File: config.mk
export PLATFORM = sky130hd
export DESIGN_NAME = uart_debugger
export DESIGN_NICKNAME = d
export VERILOG_FILES = /design/src/rtl/uart_debugger.sv
export SDC_FILE = /design/constraint.sdc
export NUM_CORES = 1
export LEC_CHECK = 0
export CORE_UTILIZATION = 35
export DETAILED_ROUTE_END_ITERATION = 16
export PLACE_DENSITY = 0.6
export SLEW_MARGIN = 10
export SYNTH_ARGS = -nofsm -noshare
export SYNTH_HDL_FRONTEND = slang
export SYNTH_SLANG_ARGS = --single-unit
export TNS_END_PERCENT = 1
File: constraint.sdc
create_clock -name clk_in -period 2.3 [get_ports clk_in]
set_clock_uncertainty 0.1 [all_clocks]
set_input_delay 0.345 -clock clk_in [delete_from_list [all_inputs] [get_ports clk_in]]
set_output_delay 0.345 -clock clk_in [all_outputs]
set_load 0.05 [all_outputs]
File: src/rtl/uart_debugger.sv
// Debug telemetry port: periodically snapshots a wide debug bus and streams it out as
// UART 8N1 bytes, and receives single-byte 8N1 commands presented with a one-cycle strobe.
module uart_debugger #(
  parameter int DIVIDER_TICKS_WIDTH     = 20,
  parameter int DIVIDER_TICKS           = 727273,
  parameter int DATA_WIDTH_BASE2        = 8,
  parameter int DATA_WIDTH              = 192,
  parameter int UART_TICKS_PER_BIT      = 139,
  parameter int UART_TICKS_PER_BIT_SIZE = 8
) (
  input  logic                  clk_in,
  input  logic                  reset,
  input  logic [DATA_WIDTH-1:0] data_in,
  input  logic                  debug_uart_rx_in,
  output logic [7:0]            debug_command,
  output logic                  debug_command_pulse,
  output logic                  debug_command_busy,
  output logic                  tx_out
);

  localparam int TW = UART_TICKS_PER_BIT_SIZE;
  localparam logic [TW-1:0] BIT_RELOAD  = TW'(UART_TICKS_PER_BIT - 1);
  localparam logic [TW-1:0] HALF_RELOAD = TW'(UART_TICKS_PER_BIT / 2 - 1);
  localparam logic [DIVIDER_TICKS_WIDTH-1:0] DIV_LAST = DIVIDER_TICKS_WIDTH'(DIVIDER_TICKS - 1);
  localparam logic [DATA_WIDTH_BASE2-1:0] LAST_BYTE = DATA_WIDTH_BASE2'(DATA_WIDTH / 8 - 1);

  logic [DIVIDER_TICKS_WIDTH-1:0] r_div;
  logic                           w_tick;

  assign w_tick = (r_div == DIV_LAST);

  always_ff @(posedge clk_in) begin
    if (reset || w_tick) r_div <= '0;
    else                 r_div <= r_div + 1'b1;
  end

  typedef enum logic {TX_IDLE, TX_SEND} tx_state_t;

  tx_state_t                   r_tx_state;
  logic [DATA_WIDTH-1:0]       r_shadow;
  logic [TW-1:0]               r_tx_timer;
  logic [3:0]                  r_tx_phase;   // 0 start, 1..8 data, 9 stop
  logic [DATA_WIDTH_BASE2-1:0] r_tx_left;    // bytes still to send after the current one
  logic [7:0]                  w_tx_byte;

  assign w_tx_byte = r_shadow[DATA_WIDTH-1 -: 8];

  always_ff @(posedge clk_in) begin
    if (reset) begin
      r_tx_state <= TX_IDLE;
      r_shadow   <= '0;
      r_tx_timer <= '0;
      r_tx_phase <= '0;
      r_tx_left  <= '0;
      tx_out     <= 1'b1;
    end else begin
      case (r_tx_state)
        TX_IDLE: begin
          if (w_tick) begin
            r_shadow   <= data_in;
            r_tx_timer <= BIT_RELOAD;
            r_tx_phase <= 4'd0;
            r_tx_left  <= LAST_BYTE;
            tx_out     <= 1'b0;
            r_tx_state <= TX_SEND;
          end
        end
        TX_SEND: begin
          if (r_tx_timer != '0) begin
            r_tx_timer <= r_tx_timer - 1'b1;
          end else begin
            r_tx_timer <= BIT_RELOAD;
            if (r_tx_phase == 4'd9) begin
              if (r_tx_left == '0) begin
                tx_out     <= 1'b1;
                r_tx_state <= TX_IDLE;
              end else begin
                // next byte follows the stop bit with no gap
                r_tx_left  <= r_tx_left - 1'b1;
                r_shadow   <= {r_shadow[DATA_WIDTH-9:0], 8'h00};
                r_tx_phase <= 4'd0;
                tx_out     <= 1'b0;
              end
            end else begin
              r_tx_phase <= r_tx_phase + 4'd1;
              tx_out     <= (r_tx_phase == 4'd8) ? 1'b1 : w_tx_byte[r_tx_phase[2:0]];
            end
          end
        end
      endcase
    end
  end

  typedef enum logic [2:0] {RX_IDLE, RX_START, RX_DATA, RX_STOP, RX_BREAK} rx_state_t;

  rx_state_t     r_rx_state;
  logic          r_rx_meta;
  logic          r_rx_sync;
  logic [TW-1:0] r_rx_timer;
  logic [2:0]    r_rx_bits;
  logic [7:0]    r_rx_shift;

  always_ff @(posedge clk_in) begin
    if (reset) begin
      r_rx_meta           <= 1'b1;
      r_rx_sync           <= 1'b1;
      r_rx_state          <= RX_IDLE;
      r_rx_timer          <= '0;
      r_rx_bits           <= '0;
      r_rx_shift          <= '0;
      debug_command       <= 8'h00;
      debug_command_pulse <= 1'b0;
      debug_command_busy  <= 1'b0;
    end else begin
      r_rx_meta           <= debug_uart_rx_in;
      r_rx_sync           <= r_rx_meta;
      debug_command_pulse <= 1'b0;
      case (r_rx_state)
        RX_IDLE: begin
          if (!r_rx_sync) begin
            r_rx_timer         <= HALF_RELOAD;
            debug_command_busy <= 1'b1;
            r_rx_state         <= RX_START;
          end
        end
        RX_START: begin
          if (r_rx_timer != '0) begin
            r_rx_timer <= r_rx_timer - 1'b1;
          end else if (r_rx_sync) begin
            debug_command_busy <= 1'b0;
            r_rx_state         <= RX_IDLE;
          end else begin
            r_rx_timer <= BIT_RELOAD;
            r_rx_bits  <= 3'd0;
            r_rx_state <= RX_DATA;
          end
        end
        RX_DATA: begin
          if (r_rx_timer != '0) begin
            r_rx_timer <= r_rx_timer - 1'b1;
          end else begin
            r_rx_shift <= {r_rx_sync, r_rx_shift[7:1]};
            r_rx_timer <= BIT_RELOAD;
            if (r_rx_bits == 3'd7) r_rx_state <= RX_STOP;
            else                   r_rx_bits  <= r_rx_bits + 3'd1;
          end
        end
        RX_STOP: begin
          if (r_rx_timer != '0) begin
            r_rx_timer <= r_rx_timer - 1'b1;
          end else begin
            debug_command_busy <= 1'b0;
            if (r_rx_sync) begin
              debug_command       <= r_rx_shift;
              debug_command_pulse <= 1'b1;
              r_rx_state          <= RX_IDLE;
            end else begin
              r_rx_state <= RX_BREAK;
            end
          end
        end
        RX_BREAK: begin
          // framing error: hold off until the line idles so the low stop bit is not a new start
          if (r_rx_sync) r_rx_state <= RX_IDLE;
        end
        default: r_rx_state <= RX_IDLE;
      endcase
    end
  end

endmodule

==> impl_metrics.tcl <==
set metrics [dict create \
    grtUsageMet2_pct 29.0 \
    post-dp-hpwl_um 22100 \
    dieArea_mm2 0.0350 \
    finalCriticalPeriod_ns 2.62 \
    p_leak_nw 5.47 \
    synth_flop_cell "dfxtp_1" \
    maxCapViolations 0 \
    drive_gt1_share_pct 14.7 \
    status "finished, violations left" \
    first_iter_violations 581 \
    postPlaceCellArea_mm2 0.0150 \
    grt_pass1_vias 9538 \
    grt_pass1_wl_um 50900 \
    vias_per_cell 5.03 \
    ir_drop_mv 0.547 \
    fmax_mhz 382 \
    layout_commonest_cell "dfxtp_1" \
    start_util_pct 35.7 \
    power.density_mw_per_mm2 662 \
    drc_errors 0 \
    netlist_area_mm2 0.0120 \
    grt_usage_pct 17.7 \
    die_width_um 187 \
    cts_hold_buf 0 \
    worstSetupPathType "reg2reg" \
    ios 206 \
    maxSlewViolCount 0 \
    synthCells 1301 \
    synth.distinct_cells 55 \
    nFillCells 3094 \
    top_usage_layer "met2" \
    ff2ff_path_depth 9 \
    total_power_mw 11.1 \
    rows 67 \
    ys_warn_count 0 \
    crit_required_ns 2.67 \
    dr.pass1.iters 7 \
    antenna_found_initial 2 \
    worstPathBufferInverterCount 4 \
    final_cell_mix "dfxtp_1 (267), nor2_1 (235), clkdlybuf4s50_1 (204)" \
    grt_util_met1_pct 24.4 \
    crit_path_top_delay_cell "or4_4" \
    worst_slew_pin_slew_ns 0.906 \
    portBuffers 205 \
    rsz0062_at_grt "true" \
    setup_ws_ns -0.319 \
    final_util_pct 50.0 \
    grt_max_degree 124 \
    gr-usage-met3_pct 2.51 \
    cts.sinks 268 \
    hold_violations 0 \
    synth_edf_count 0 \
    failed_checks "setup timing" \
    nets 1753 \
    routed_wirelength_um 33000 \
    critPathLaunchType "flip-flop" \
    syn_to_final_growth_pct 40.2 \
    ys_ff_latch 268 \
    timing.final.crit_share_pct 114 \
    cts_max_path_buffers 3 \
    avgSynthCellArea_um2 9.22 \
    vias 10100 \
    seq_area_frac_synth_pct 44.7 \
    cp_common_cell "buf_12" \
    synth_nets 1509 \
    cp.depth 9 \
    timing.hold.ws_ns 0.155 \
    hold_path.class "in2reg" \
    ctsRootBufferMaster "clkbuf_16" \
    grt_overflow 0 \
    htree_levels 1 \
    postRouteAntennaNets 0 \
    gp_congestion 0.826 \
    crit_chain "or4b_1 > or4_4 > o32ai_4 > buf_6 > buf_12 > buf_12 > buf_16 > nor2_1 > a211oi_1" \
    clk_latency_ns 0.56 \
    crit_path_end_kind "flip-flop" \
    cts_tree "done" \
    die_h_um 187 \
    path_delay_family "simple AND/OR/NAND/NOR gates" \
    setup-violations-final 195 \
    core_mm2 0.0336 \
    clkTransAtPathRegs_ns 0.06 \
    async_flop_share_pct 0 \
    dp_slack_ns -0.250 \
    wl_per_cell_um 16.3 \
    arrival_ns 2.99 \
    finalInstanceArea_mm2 0.0168 \
    numCtsBuffers 31 \
    min_delay_path_depth 2 \
    cp_max_fo 20 \
    maxSlewHeadroom_pct 39.6 \
    cp_slowest_stage_delay_ns 0.51 \
]
==> power breakdown <==
part,internal [mW],total (mW),leakage [nW],switching (mW)
sequential,4.66,4.68,2.16,0.0207
clock,3.56,5.57,0.572,2.01
combinational,0.498,0.878,2.74,0.380
==> area by class of cell <==
class                      instances  area [µm²]  share of cell area (%)
multi-input combinational        910        6380                    37.9
sequential                       268        5370                    31.9
timing repair buffer             313        3250                    19.4
clock buffer                      35         821                    4.88
tap                              448         561                    3.33
clock inverter                    21         347                    2.06
inverter                          21        78.8                   0.469
antenna                            2        5.00                  0.0298
==> timing repair <==
item,in CTS,in global routing
gates cloned,0,7
endpoints found under the hold margin,0,0
gates resized for setup,6,64
endpoints found under the setup margin,206,206
pin swaps,79,23
buffers inserted,1,10
==> metal layers <==
metal / part of all wire (%) / routed length [µm] / up-vias
met2: 47 / 15400 / 205
met5: 0 / 0 / -
met3: 4.2 / 1370 / 38
li1: - / - / 5236
met1: 48 / 15700 / 4662
met4: 1.7 / 553 / 0
==> metrics by stage <==
step | setup TNS, ns | cells
2_1_floorplan | -20.31 | 1301
3_3_place_gp | -30.32 | 1942
3_5_place_dp | -34.47 | 1942
4_1_cts | -29.25 | 1999
5_1_grt | -56.04 | 2018
6_report | -39.84 | 2018
==> worst register-to-register path: cells and delay by family, from the launching register on <==
kind	cells	cell delay (ns)
AOI/OAI and AO/OA	2	0.52
buffers and inverters	4	0.54
DFF	1	0.30
and+or+nand+nor	3	1.08
==> worst paths after layout <==
kind                                 from            end  slack [ns]
worst max-delay path             r_div[8]  r_shadow[126]       -0.32
worst min-delay path                reset  r_tx_timer[0]        0.16
worst max register to register   r_div[8]  r_shadow[126]       -0.32
worst min register to register  r_rx_meta      r_rx_sync        0.31
==> flip-flops by register name, indices dropped and copies added (netlist names), 4 cells and up <==
signal	cells
r_tx_phase	4
r_tx_timer	8
r_tx_left	8
r_rx_timer	8
r_shadow	192
r_rx_shift	8
debug_command	8
r_div	20
==> synthesized netlist by cell type (all sizes together), types with 4 or more instances <==
| library cell | count | share of area, % |
|---|---|---|
| buf | 36 | 1.6 |
| nand4 | 9 | 0.47 |
| or2 | 5 | 0.26 |
| or4 | 5 | 0.31 |
| a211oi | 187 | 12 |
| clkbuf | 66 | 2.1 |
| o21a | 4 | 0.25 |
| ha | 13 | 1.4 |
| o31ai | 4 | 0.25 |
| nand3 | 34 | 1.4 |
| nand2b | 4 | 0.21 |
| xor2 | 10 | 0.73 |
| dfxtp | 268 | 45 |
| mux2i | 194 | 16 |
| xnor2 | 11 | 0.80 |
| nor4 | 7 | 0.37 |
| a21oi | 46 | 1.9 |
| a311oi | 7 | 0.51 |
| nor3 | 22 | 0.92 |
| inv | 20 | 0.63 |
| or3 | 10 | 0.52 |
| nor2 | 238 | 7.4 |
| nand2 | 40 | 1.3 |
| o21ai | 17 | 0.71 |
==> cells by family after synthesis <==
logic type,Yosys count,synth area share (%)
fa+ha+maj,13,1.36
compound gates,287,17.1
simple gates,393,14.5
buf+inv,123,4.30
flops,268,44.7
mux,196,16.6
xor+xnor,21,1.53
No activity file was read; power rests on OpenSTA's default activity.
